### config.mk
export PLATFORM = sky130hd
export DESIGN_NAME = hc595_chain_arbiter_flat
export DESIGN_NICKNAME = d
export VERILOG_FILES = /design/src/rtl/hc595_chain_arbiter_if.sv /design/src/rtl/hc595_chain_arbiter.sv /design/src/flat_wrapper.sv
export SDC_FILE = /design/constraint.sdc
export NUM_CORES = 1
export LEC_CHECK = 0
export BUFFER_PORTS_ARGS = -buffer_cell sky130_fd_sc_hd__clkbuf_2
export CAP_MARGIN = 10
export CORE_ASPECT_RATIO = 0.7
export CORE_MARGIN = 3
export CORE_UTILIZATION = 35
export DETAILED_ROUTE_END_ITERATION = 6
export GPL_TIMING_DRIVEN = 0
export MAX_ROUTING_LAYER = met4
export PLACE_DENSITY_LB_ADDON = 0.05
export SLEW_MARGIN = 0
export SYNTH_ARGS = -nofsm -noshare
export SYNTH_HDL_FRONTEND = slang
export SYNTH_SLANG_ARGS = --single-unit
export TNS_END_PERCENT = 10
### constraint.sdc
create_clock -name clk_i -period 1.75 [get_ports clk_i]
set_input_delay 0 -clock clk_i [delete_from_list [all_inputs] [get_ports clk_i]]
set_output_delay 0 -clock clk_i [all_outputs]
set_load 0.005 [all_outputs]
### src/rtl/hc595_chain_arbiter_if.sv
`default_nettype none
// ============================================================================
//  Module      : hc595_chain_arbiter_if
//  Description : Bundle between two frame requesters and the 74HC595 chain
//                arbiter. It carries the req/data/ack handshake for both
//                requesters, the status outputs, and the three chain pins.
//  Revision    : 1.0  initial release
// ============================================================================
interface hc595_chain_arbiter_if #(
   parameter int DATA_W = 16
);
   logic              req0;
   logic [DATA_W-1:0] data0;
   logic              ack0;
   logic              req1;
   logic [DATA_W-1:0] data1;
   logic              ack1;
   logic              busy;
   logic              grant_id;
   logic              srclk;
   logic              rclk;
   logic              ser;

   // Requester / board side: drives requests, observes everything else
   modport master (
      output req0, data0, req1, data1,
      input  ack0, ack1, busy, grant_id, srclk, rclk, ser
   );

   // Arbiter side
   modport slave (
      input  req0, data0, req1, data1,
      output ack0, ack1, busy, grant_id, srclk, rclk, ser
   );
endinterface
`default_nettype wire

### src/rtl/hc595_chain_arbiter.sv
`default_nettype none
// ============================================================================
//  Module      : hc595_chain_arbiter
//  Description : Shares one 74HC595 serial chain between two requesters.
//                Round-robin grant in IDLE, word captured with a one-cycle
//                ack, shifted out MSB-first with a CLK_DIV-cycle half period
//                on srclk, then latched with a single rclk pulse.
//  Revision    : 1.0  initial release
// ============================================================================
module hc595_chain_arbiter #(
   parameter int DATA_W  = 16,
   parameter int CLK_DIV = 2
) (
   input  wire logic             clk_i,
   input  wire logic             rst_i,
   hc595_chain_arbiter_if.slave  bus
);

   localparam int BIT_W = (DATA_W  > 1) ? $clog2(DATA_W)  : 1;
   localparam int PH_W  = (CLK_DIV > 1) ? $clog2(CLK_DIV) : 1;
   // The MSB goes straight to ser at grant time, so only the remaining
   // DATA_W-1 bits need to be held for shifting.
   localparam int SH_W  = DATA_W - 1;

   localparam logic [PH_W-1:0]  PH_LAST  = PH_W'(CLK_DIV - 1);
   localparam logic [BIT_W-1:0] BIT_LAST = BIT_W'(DATA_W - 1);

   localparam logic [2:0] S_IDLE     = 3'd0;
   localparam logic [2:0] S_SHIFT_LO = 3'd1;
   localparam logic [2:0] S_SHIFT_HI = 3'd2;
   localparam logic [2:0] S_LATCH_HI = 3'd3;
   localparam logic [2:0] S_LATCH_LO = 3'd4;

   logic [2:0]       state_q,    state_d;
   logic [PH_W-1:0]  phase_q,    phase_d;
   logic [BIT_W-1:0] bit_q,      bit_d;
   logic [SH_W-1:0]  shift_q,    shift_d;
   logic             ptr_q,      ptr_d;
   logic             ser_q,      ser_d;
   logic             srclk_q,    srclk_d;
   logic             rclk_q,     rclk_d;
   logic             ack0_q,     ack0_d;
   logic             ack1_q,     ack1_d;
   logic             busy_q,     busy_d;
   logic             grant_id_q, grant_id_d;

   logic              w_phase_done;
   logic              w_last_bit;
   logic              w_grant;
   logic              w_winner;
   logic [DATA_W-1:0] w_win_data;

   // Arbitration and timing qualifiers shared by both combinational processes
   always_comb begin
      w_phase_done = (phase_q == PH_LAST);
      w_last_bit   = (bit_q == BIT_LAST);
      w_grant      = (state_q == S_IDLE) && (bus.req0 || bus.req1);
      // Contention goes to the pointer; otherwise whoever is asking wins
      w_winner     = (bus.req0 && bus.req1) ? ptr_q : bus.req1;
      w_win_data   = w_winner ? bus.data1 : bus.data0;
   end

   // State register plus all registered datapath and output flops
   always_ff @(posedge clk_i) begin
      if (rst_i) begin
         state_q    <= S_IDLE;
         phase_q    <= '0;
         bit_q      <= '0;
         shift_q    <= '0;
         ptr_q      <= 1'b0;
         ser_q      <= 1'b0;
         srclk_q    <= 1'b0;
         rclk_q     <= 1'b0;
         ack0_q     <= 1'b0;
         ack1_q     <= 1'b0;
         busy_q     <= 1'b0;
         grant_id_q <= 1'b0;
      end else begin
         state_q    <= state_d;
         phase_q    <= phase_d;
         bit_q      <= bit_d;
         shift_q    <= shift_d;
         ptr_q      <= ptr_d;
         ser_q      <= ser_d;
         srclk_q    <= srclk_d;
         rclk_q     <= rclk_d;
         ack0_q     <= ack0_d;
         ack1_q     <= ack1_d;
         busy_q     <= busy_d;
         grant_id_q <= grant_id_d;
      end
   end

   // Next-state: every non-IDLE state lasts one full phase-counter period
   always_comb begin
      state_d = state_q;
      case (state_q)
         S_IDLE: begin
            if (w_grant) state_d = S_SHIFT_LO;
         end
         S_SHIFT_LO: begin
            if (w_phase_done) state_d = S_SHIFT_HI;
         end
         S_SHIFT_HI: begin
            if (w_phase_done) state_d = w_last_bit ? S_LATCH_HI : S_SHIFT_LO;
         end
         S_LATCH_HI: begin
            if (w_phase_done) state_d = S_LATCH_LO;
         end
         S_LATCH_LO: begin
            if (w_phase_done) state_d = S_IDLE;
         end
         default: state_d = S_IDLE;
      endcase
   end

   // Output/datapath next values; pins are decoded from the next state so the
   // registered outputs line up exactly with the state they belong to
   always_comb begin
      phase_d    = '0;
      bit_d      = bit_q;
      shift_d    = shift_q;
      ptr_d      = ptr_q;
      ser_d      = ser_q;
      ack0_d     = 1'b0;
      ack1_d     = 1'b0;
      grant_id_d = grant_id_q;
      srclk_d    = (state_d == S_SHIFT_HI);
      rclk_d     = (state_d == S_LATCH_HI);
      busy_d     = (state_d != S_IDLE);

      if (state_q != S_IDLE) begin
         phase_d = w_phase_done ? '0 : phase_q + PH_W'(1);
      end

      case (state_q)
         S_IDLE: begin
            if (w_grant) begin
               shift_d    = w_win_data[SH_W-1:0];
               ser_d      = w_win_data[DATA_W-1];
               bit_d      = '0;
               ack0_d     = ~w_winner;
               ack1_d     = w_winner;
               grant_id_d = w_winner;
               ptr_d      = ~w_winner;
            end
         end
         S_SHIFT_HI: begin
            // Present the next bit only once srclk has dropped again
            if (w_phase_done && !w_last_bit) begin
               ser_d   = shift_q[SH_W-1];
               shift_d = shift_q << 1;
               bit_d   = bit_q + BIT_W'(1);
            end
         end
         default: ;
      endcase
   end

   assign bus.ack0     = ack0_q;
   assign bus.ack1     = ack1_q;
   assign bus.busy     = busy_q;
   assign bus.grant_id = grant_id_q;
   assign bus.srclk    = srclk_q;
   assign bus.rclk     = rclk_q;
   assign bus.ser      = ser_q;

endmodule
`default_nettype wire

### src/flat_wrapper.sv
// flat-port wrapper written by rule: the top's interface ports become plain ports
module hc595_chain_arbiter_flat 
#(
   parameter int DATA_W  = 16,
   parameter int CLK_DIV = 2
)
  (clk_i, rst_i, bus_req0, bus_data0, bus_req1, bus_data1, bus_ack0, bus_ack1, bus_busy, bus_grant_id, bus_srclk, bus_rclk, bus_ser);
  hc595_chain_arbiter_if #(.DATA_W(DATA_W)) bus_i ();
  input  wire logic clk_i;
  input  wire logic rst_i;
  input wire logic [$bits(bus_i.req0)-1:0] bus_req0;
  input wire logic [$bits(bus_i.data0)-1:0] bus_data0;
  input wire logic [$bits(bus_i.req1)-1:0] bus_req1;
  input wire logic [$bits(bus_i.data1)-1:0] bus_data1;
  output wire logic [$bits(bus_i.ack0)-1:0] bus_ack0;
  output wire logic [$bits(bus_i.ack1)-1:0] bus_ack1;
  output wire logic [$bits(bus_i.busy)-1:0] bus_busy;
  output wire logic [$bits(bus_i.grant_id)-1:0] bus_grant_id;
  output wire logic [$bits(bus_i.srclk)-1:0] bus_srclk;
  output wire logic [$bits(bus_i.rclk)-1:0] bus_rclk;
  output wire logic [$bits(bus_i.ser)-1:0] bus_ser;
  assign bus_i.req0 = bus_req0;
  assign bus_i.data0 = bus_data0;
  assign bus_i.req1 = bus_req1;
  assign bus_i.data1 = bus_data1;
  assign bus_ack0 = bus_i.ack0;
  assign bus_ack1 = bus_i.ack1;
  assign bus_busy = bus_i.busy;
  assign bus_grant_id = bus_i.grant_id;
  assign bus_srclk = bus_i.srclk;
  assign bus_rclk = bus_i.rclk;
  assign bus_ser = bus_i.ser;
  hc595_chain_arbiter #(.DATA_W(DATA_W), .CLK_DIV(CLK_DIV)) u_core (.clk_i(clk_i), .rst_i(rst_i), .bus(bus_i));
endmodule
==> results.yml, run 1 <==
sta:
  min_period_ps: 1670
  fin_setup_tns_ps: 0
  maxSlewViolCount: 0
  rsz0062_at_grt: "true"
  slew_headroom: 0.687
  worst_slew_pin_slew_ps: 469
  fmax_mhz: 597
  hold_violations: 0
  fin_crit_sh: 0.957
  fin_skew_ps: 5.95
  setup_viol: 0
worst_setup_path:
  reg2reg_slack_ps: 80
  crit_type: "reg -> reg"
  cp_cell_sequence: "buf_4, and4bb_4, nand2_4, a21o_4, buf_12, o31ai_2"
  startpoint_type: "flop"
  arrival_ps: 1870
  cpPeakStageDelay_ps: 420
  cp.required_ps: 1950
  crit_slowest_cell: "and4bb_4"
  critical_path.max_fanout: 10
  cp-end-kind: "flop"
  r2r-start: "u_core.state_q[2]$_SDFF_PP0_"
  critical_path.startpoint: "u_core.state_q[2]$_SDFF_PP0_"
  crit_family: "simple AND/OR/NAND/NOR gates"
  cp_num_buf_inv: 2
synthesis:
  synth_ff_type: "dfxtp_1"
  synth_nets: 215
  synthMuxAreaShare: 0.0123
  synth-seq-area-share: 0.383
  synthAdderAreaFrac: 0.00772
  async_reset_ff_frac: 0
  synth_simple_gate_area_frac: 0.282
  yosys.cell_types.count: 44
  yosys.area_share.xor_xnor: 0.00540
  ys_ff_latch: 31
  netlist_area_um2: 1620
  yosysWarnings: 0
  synth_top_family_by_area: "simple AND/OR/NAND/NOR gates"
  synth-edff-count: 0
  synth_compound_area_frac: 0.255
  synth_cells: 178
  postSynthAreaPerCell_um2: 9.11
layout:
  final_cell_mix: "clkbuf_2 (44), dfxtp_1 (30), nor2_1 (18), nand2_1 (17), and3_1 (17)"
  layout-drive-gt1-share: 0.362
  diodes: 0
  finalNetCount: 266
  finalInstanceArea_um2: 2030
  final_common_cell: "clkbuf_2"
  area_delta_synth_final_pct: 25.2
route:
  drc: 0
  avgRoutedWirePerCell_um: 13.4
  drtPass1Iterations: 4
  avgViaCountPerCell: 5.19
  drtIter0Drc: 40
  drt-total-wl_um: 3820
  drtAntennaViolNets: 0
  vias: 1473
clock_network:
  cts_tree: "done"
  clkTransAtPathRegs_ps: 60
  insertion_delay_ps: 280
  cts_htree_levels: 2
  cts_buffer_depth: 2
  cts_hold_buf: 0
  cts_buffers: 5
  cts_sinks: 31
  cts_root_buf: "clkbuf_8"
min_path:
  hold_class: "in -> reg"
  hp-start: "bus_req0"
die:
  start_util: 0.368
  ios: 43
  coreArea_um2: 4400
  die_w_um: 87.4
  die_h_um: 63.0
  die-area_um2: 5500
  row_count: 20
placement:
  gp_congestion: 0.788
  place_area_um2: 1900
  dp_hpwl_um: 2820
  port_buffers: 42
global_routing:
  grt_pass1_wl_um: 6250
  antenna_found_initial: 0
  grt_use_total: 0.150
  grt_max_degree: 11
  grt_pass1_vias: 1361
  grt_overflow: 0
pwr:
  power.total_mw: 1.71
  ir_drop_mv: 0.410
  p_leak_nw: 0.895
  powerDensity_nw_per_um2: 844
outcome:
  outcome: "finished clean"
flow_run:
  cap_viol_max_count: 0
-- logic make-up after synthesis --
family | after synthesis
flops | 31
compound gates | 46
xor+xnor | 1
mux | 2
simple gates | 80
buf+inv | 17
fa+ha+maj | 1
-- where the power goes --
group	internal, mW	switching (mW)	total, mW
registers	0.768	0.0301	0.798
logic	0.172	0.182	0.354
clock network	0.308	0.255	0.563
-- registers in the layout, summed over array words and instances, names as in the netlist --
| signal | count |
|---|---|
| u_core.ptr_q | 1 |
| u_core.bit_q | 4 |
| u_core.bus.busy | 1 |
| u_core.bus.grant_id | 1 |
| u_core.bus.rclk | 1 |
| u_core.bus.srclk | 1 |
| u_core.bus.ack0 | 1 |
| u_core.phase_q | 1 |
| u_core.state_q | 3 |
| u_core.bus.ser | 1 |
| u_core.shift_q | 15 |
| u_core.bus.ack1 | 1 |
-- synth_stat cells, types with 2 or more instances --
library cell | count | area share
nand2_1 | 17 | 0.039
clkbuf_1 | 7 | 0.016
nor2_1 | 18 | 0.042
nor3_1 | 3 | 0.0093
buf_6 | 2 | 0.014
nor3b_1 | 2 | 0.0093
nand3b_1 | 2 | 0.0093
nand2b_1 | 2 | 0.0077
mux2i_1 | 2 | 0.012
inv_1 | 2 | 0.0046
and3_1 | 17 | 0.066
nand2_4 | 2 | 0.014
a21oi_1 | 6 | 0.019
dfxtp_1 | 31 | 0.38
a211oi_1 | 15 | 0.069
o31ai_1 | 5 | 0.023
nand3_1 | 5 | 0.015
buf_2 | 3 | 0.0093
o31ai_2 | 10 | 0.077
o21bai_1 | 3 | 0.014
-- final cells by class --
type | count | area (um^2)
Timing Repair Buffer | 44 | 225
Inverter | 3 | 11.3
Tap cell | 55 | 68.8
Clock inverter | 1 | 5.00
Clock buffer | 6 | 82.6
Fill cell | 446 | 2370
Buffer | 14 | 92.6
Multi-Input combinational cell | 130 | 923
Sequential cell | 31 | 622
-- per-layer routing --
layer / global-route usage / wire, um / part of all wire
met1: 0.202 / 1940 / 0.51
met2: 0.209 / 1610 / 0.42
met3: 0.0382 / 204 / 0.053
met4: 0.0651 / 69 / 0.018
met5: - / 0 / 0
-- worst reg2reg max path: cells and delay by family, from the launching register on --
kind	cells	cell delay [ps]
and+or+nand+nor	2	510
AOI/OAI and AO/OA	2	470
buffers and inverters	2	320
DFF	1	290
-- repair_timing --
action | in CTS | in global routing
setup buffers | 0 | 2
setup endpoints to repair | 10 | 11
pin swaps | 0 | 3
resized for setup | 2 | 9
-- worst paths after layout --
check                                                        to  cells after the start
worst max-delay path            u_core.shift_q[14]$_SDFFE_PP0P_                      6
worst min register to register   u_core.shift_q[8]$_SDFFE_PP0P_                      2
worst min-delay path                  u_core.ptr_q$_SDFFE_PP0P_                      3
worst max register to register  u_core.shift_q[14]$_SDFFE_PP0P_                      6
-- stage by stage --
step,std cells,hold WS [ps],worst slack (ps),utilization
6_report,284,30.6,75.5,0.461
5_1_grt,284,43.1,-25.7,0.461
4_1_cts,282,24.5,10.5,0.452
3_5_place_dp,275,331,-15.8,0.432
3_3_place_gp,275,324,2.10,0.432
2_1_floorplan,178,84.3,198,-
Power figures use the tool's default switching activity.
==> run 2, diff against run 1 <==
--- a/config.mk
+++ b/config.mk
@@ -9,11 +9,12 @@
 export CAP_MARGIN = 10
 export CORE_ASPECT_RATIO = 0.7
 export CORE_MARGIN = 3
-export CORE_UTILIZATION = 35
+export CORE_UTILIZATION = 52
 export DETAILED_ROUTE_END_ITERATION = 6
 export GPL_TIMING_DRIVEN = 0
 export MAX_ROUTING_LAYER = met4
 export PLACE_DENSITY_LB_ADDON = 0.05
+export SETUP_SLACK_MARGIN = 0.2
 export SLEW_MARGIN = 0
 export SYNTH_ARGS = -nofsm -noshare
 export SYNTH_HDL_FRONTEND = slang
==> results.yml, run 2 (synthesis gave the netlist of run 1 again) <==
route:
  avgViaCountPerCell: 5.65
  drtAntennaViolNets: 0
  drtIter0Drc: 86
  drc: 0
  drt-total-wl_um: 4000
  avgRoutedWirePerCell_um: 14.6
  drtPass1Iterations: 4
  vias: 1549
sta:
  hold_violations: 0
  rsz0062_at_grt: "true"
  maxSlewViolCount: 0
  setup_viol: 0
  fin_crit_sh: 0.922
  fmax_mhz: 620
  holdWs_ps: 27.5
  slew_headroom: 0.654
  worst_slew_pin_slew_ps: 520
  min_period_ps: 1610
  fin_skew_ps: 8.17
clock_network:
  clkTransAtPathRegs_ps: 60
  insertion_delay_ps: 280
  cts_root_buf: "clkbuf_8"
  cts_hold_buf: 0
  cts_tree: "done"
  cts_sinks: 31
  cts_buffers: 5
  cts_htree_levels: 2
  cts_buffer_depth: 2
outcome:
  outcome: "finished clean"
min_path:
  hold_class: "in -> reg"
layout:
  largest_reg_flops: 15
  diodes: 0
  final_cell_mix: "clkbuf_2 (43), dfxtp_1 (28), and3_1 (17), nor2_1 (17), a211oi_1 (13)"
  finalNetCount: 275
  reg_top3: "u_core.shift_q (15), u_core.bit_q (4), u_core.state_q (3)"
  final_common_cell: "clkbuf_2"
  area_delta_synth_final_pct: 35.1
  layout-drive-gt1-share: 0.441
  fin_util: 0.760
  largest-register: "u_core.shift_q"
pwr:
  powerDensity_nw_per_um2: 814
  power.total_mw: 1.78
  netSwitchingFraction: 0.281
  power_frac_comb: 0.232
  p_leak_nw: 0.984
  power.switching_uw: 500
  ir_drop_mv: 0.499
  power_frac_seq: 0.451
  cellInternalPower_mw: 1.28
  clock_power_share: 0.317
global_routing:
  grt_pass1_vias: 1410
  grt_overflow: 0
  antenna_found_initial: 0
  grt_pass1_wl_um: 6470
  grt_use_total: 0.229
  grt_max_degree: 11
worst_setup_path:
  critical_path.max_fanout: 10
  crit_type: "reg -> reg"
  cp.required_ps: 1950
  startpoint_type: "flop"
  cp-end-kind: "flop"
  arrival_ps: 1810
die:
  coreArea_um2: 2880
  die_h_um: 52.7
  ios: 43
  die_w_um: 72.7
  die-area_um2: 3840
  start_util: 0.562
  row_count: 16
placement:
  gp_congestion: 0.789
  dp_hpwl_um: 2740
  port_buffers: 42
flow_run:
  cap_viol_max_count: 0
-- run 2: critical path: stages (launching register included) --
cell and delay [ps]:
dfxtp_2 310, buf_6 120, and4bb_4 370, nand2_4 80, a21o_4 240, buf_8 150, o31ai_4 250
-- run 2: repair_timing --
item / 4_1_cts / 5_1_grt
gates resized for setup: 20 / 19
gates cloned: 1 / 0
endpoints found under the setup margin: 16 / 18
pin swaps: 4 / 4
buffers inserted: 7 / 3
-- run 2: final timing paths --
path | startpoint | end | slack [ps] | cells after the start
setup / recovery | u_core.state_q[0]$_SDFF_PP0_ | u_core.shift_q[3]$_SDFFE_PP0P_ | 140 | 6
hold / removal | rst_i | u_core.state_q[1]$_SDFF_PP0_ | 30 | 2
setup reg to reg | u_core.state_q[0]$_SDFF_PP0_ | u_core.shift_q[3]$_SDFFE_PP0P_ | 140 | 6
hold reg to reg | u_core.bus.ser$_SDFFE_PP0P_ | u_core.bus.ser$_SDFFE_PP0P_ | 460 | 2
-- run 2: per-layer routing --
layer | GRT usage | routed length (um) | vias to the layer above | share of wire
li1 | - | - | 773 | -
met1 | 0.295 | 1910 | 732 | 0.48
met2 | 0.340 | 1850 | 40 | 0.46
met3 | 0.0613 | 193 | 4 | 0.048
met4 | 0.0920 | 43 | 0 | 0.011
met5 | - | 0 | - | 0
-- run 2: layout make-up --
type                    count  area [um^2]
inverters                   3         11.3
fillers                   211          692
plain buffers              14          108
multi-input cells         130          996
flip-flops and latches     31          627
repair buffers             53          317
clock buffers               6         82.6
clock inverters             1         5.00
well taps                  36         45.0
-- run 2: metrics by stage --
step	instance area [um^2]	setup TNS, ps	instances	setup slack [ps]
after floorplan	1620	0	178	211
after CTS	2110	0	271	160
after global routing	2190	0	274	87.2
final	2190	0	274	137
after detailed placement	1880	-51.1	256	-51.1
after global placement	1880	0	256	42.0
-- run 2: power by group through the flow --
stage	clock network, mW	registers, mW	logic (mW)
2_1_floorplan	0	0.808	0.234
3_3_place_gp	0	0.810	0.326
3_5_place_dp	0	0.812	0.336
4_1_cts	0.575	0.798	0.386
5_1_grt	0.601	0.809	0.453
6_report	0.566	0.804	0.413
==> run 3, diff against run 2 <==
--- a/config.mk
+++ b/config.mk
@@ -7,14 +7,18 @@
 export LEC_CHECK = 0
 export BUFFER_PORTS_ARGS = -buffer_cell sky130_fd_sc_hd__clkbuf_2
 export CAP_MARGIN = 10
+export CELL_PAD_IN_SITES_DETAIL_PLACEMENT = 0
+export CELL_PAD_IN_SITES_GLOBAL_PLACEMENT = 1
 export CORE_ASPECT_RATIO = 0.7
 export CORE_MARGIN = 3
-export CORE_UTILIZATION = 52
+export CORE_UTILIZATION = 40
+export CTS_BUF_LIST = sky130_fd_sc_hd__clkbuf_4
 export DETAILED_ROUTE_END_ITERATION = 6
 export GPL_TIMING_DRIVEN = 0
 export MAX_ROUTING_LAYER = met4
 export PLACE_DENSITY_LB_ADDON = 0.05
 export SETUP_SLACK_MARGIN = 0.2
+export SKIP_LAST_GASP = 1
 export SLEW_MARGIN = 0
 export SYNTH_ARGS = -nofsm -noshare
 export SYNTH_HDL_FRONTEND = slang
==> results.yml, run 3 (synthesis gave the netlist of run 1 again) <==
clock_network:
  cts_sinks: 31
  cts_root_buf: "clkbuf_4"
  cts_tree: "done"
  cts_buffer_depth: 2
  clkTransAtPathRegs_ps: 100
  insertion_delay_ps: 320
  cts_htree_levels: 2
  cts_buffers: 5
route:
  met1_length_um: 2040
  maxUsedRoutingLayer: "met4"
  drt-total-wl_um: 4110
  drtAntennaViolNets: 0
  wl_met2_um: 1870
  drc: 0
  drtIter0Drc: 50
  drtPass1Iterations: 4
  dr_wl_met3_um: 174
  avgViaCountPerCell: 5.40
  avgRoutedWirePerCell_um: 14.1
  vias: 1572
layout:
  layout-drive-gt1-share: 0.436
  final_cell_mix: "clkbuf_2 (43), dfxtp_1 (28), and3_1 (17), nor2_1 (17), nand2_1 (15)"
  largest-register: "u_core.shift_q"
  reg_top3: "u_core.shift_q (15), u_core.bit_q (4), u_core.state_q (3)"
  area_delta_synth_final_pct: 36.9
  fin_util: 0.601
  largest_reg_flops: 15
  finalNetCount: 277
  diodes: 0
  fillers: 348
  final_common_cell: "clkbuf_2"
worst_setup_path:
  startpoint_type: "flop"
  r2r-end: "u_core.shift_q[11]$_SDFFE_PP0P_"
  crit_slowest_cell: "and4bb_4"
  critical_path.max_fanout: 5
  cp-end-kind: "flop"
  crit_type: "reg -> reg"
  cp_cell_sequence: "buf_6, and4bb_4, nand2_4, a21o_4, buf_4, o31ai_1"
  reg2reg_slack_ps: 150
  r2r-start: "u_core.state_q[2]$_SDFF_PP0_"
  cp.required_ps: 1980
  cpPeakStageDelay_ps: 350
  arrival_ps: 1830
  r2r_cells: 6
die:
  ios: 43
  start_util: 0.439
  die_h_um: 59.3
  coreArea_um2: 3690
  die-area_um2: 4870
  die_w_um: 82.1
  row_count: 18
sta:
  rsz0062_at_grt: "true"
  maxSlewViolCount: 0
  fin_skew_ps: 4.54
  fin_ws_ps: 152
  setup_viol: 0
  fmax_mhz: 626
  fin_crit_sh: 0.913
  holdWs_ps: 32.5
  slew_headroom: 0.684
  min_period_ps: 1600
  hold_violations: 0
  worst_slew_pin_slew_ps: 474
min_path:
  hold_class: "in -> reg"
  min_path_cells: 3
  hp-start: "bus_data0[1]"
  whs_endpoint: "u_core.shift_q[1]$_SDFFE_PP0P_"
pwr:
  powerDensity_nw_per_um2: 735
  ir_drop_mv: 0.507
  p_leak_nw: 0.984
placement:
  gp_congestion: 0.742
  dpl_worst_slack_ps: -52.3
  port_buffers: 42
  dp_hpwl_um: 2940
global_routing:
  antenna_found_initial: 0
  grt_overflow: 0
  grt_pass1_wl_um: 6700
  grt_pass1_vias: 1448
  grt_use_total: 0.189
  grt_max_degree: 11
flow_run:
  cap_viol_max_count: 0
outcome:
  outcome: "finished clean"
## run 3: cell types whose count changed in the layout (fill, tap and decap cells not counted), moves of 4 or more
cell | previous run | this run
a211oi_1 | 13 | 9
a211oi_2 | 1 | 5
clkbuf_4 | 1 | 7
clkbuf_8 | 7 | 1
nand2_1 | 11 | 15
nand2_2 | 4 | 0
## run 3: critical path, delay by kind of cell, from the launching register on
kind            cells  cell delay [ps]
compound gates      2              500
buf+inv             2              270
flops               1              330
simple gates        2              400
## run 3: through the flow
step                      setup TNS (ps)  power, mW  instance area [um^2]  instances
after global routing                   0       1.73                  2220        291
final                                  0       1.63                  2220        291
after global placement             -1.23       1.14                  1890        270
after CTS                              0       1.60                  2110        289
after detailed placement            -152       1.15                  1890        270
after floorplan                        0       1.04                  1620        178
## run 3: layout make-up
class | count | area, um^2 | area share
buffer | 14 | 124 | 0.0558
clock buffer | 6 | 45.0 | 0.0203
clock inverter | 2 | 7.51 | 0.00338
inverter | 3 | 11.3 | 0.00507
multi-input combinational | 130 | 1000 | 0.451
sequential | 31 | 624 | 0.281
tap | 50 | 62.6 | 0.0282
timing repair buffer | 55 | 344 | 0.155
## run 3: repair_timing
action                                  CTS  global route
gates resized for setup                  15            33
endpoints found under the hold margin     3             0
endpoints found under the setup margin   17            20
setup buffers                             8             1
gates cloned                              1             1
hold buffers                              2             0
pin swaps                                10             2
## run 3: worst max-delay path by stage
stage / start / to / slack, ps / depth (start not counted)
2_1_floorplan: u_core.state_q[0]$_SDFF_PP0_ / u_core.bus.ser$_SDFFE_PP0P_ / 210 / 6
3_3_place_gp: u_core.ptr_q$_SDFFE_PP0P_ / u_core.bus.ser$_SDFFE_PP0P_ / -1 / 6
3_5_place_dp: u_core.ptr_q$_SDFFE_PP0P_ / u_core.bus.ser$_SDFFE_PP0P_ / -50 / 6
4_1_cts: u_core.state_q[2]$_SDFF_PP0_ / u_core.shift_q[11]$_SDFFE_PP0P_ / 160 / 6
5_1_grt: u_core.state_q[2]$_SDFF_PP0_ / u_core.shift_q[12]$_SDFFE_PP0P_ / 100 / 6
6_report: u_core.state_q[2]$_SDFF_PP0_ / u_core.shift_q[11]$_SDFFE_PP0P_ / 150 / 6
## run 3: per-layer routing
metal,vias up,global-route usage
met4,0,0.0640
li1,780,-
met1,757,0.246
met2,30,0.287
met5,-,-
met3,5,0.0456
## run 3: report_power, final
group          internal [mW]  switching, mW  total [mW]
clock network          0.164          0.240       0.405
logic                  0.216          0.210       0.426
registers              0.768         0.0328       0.800
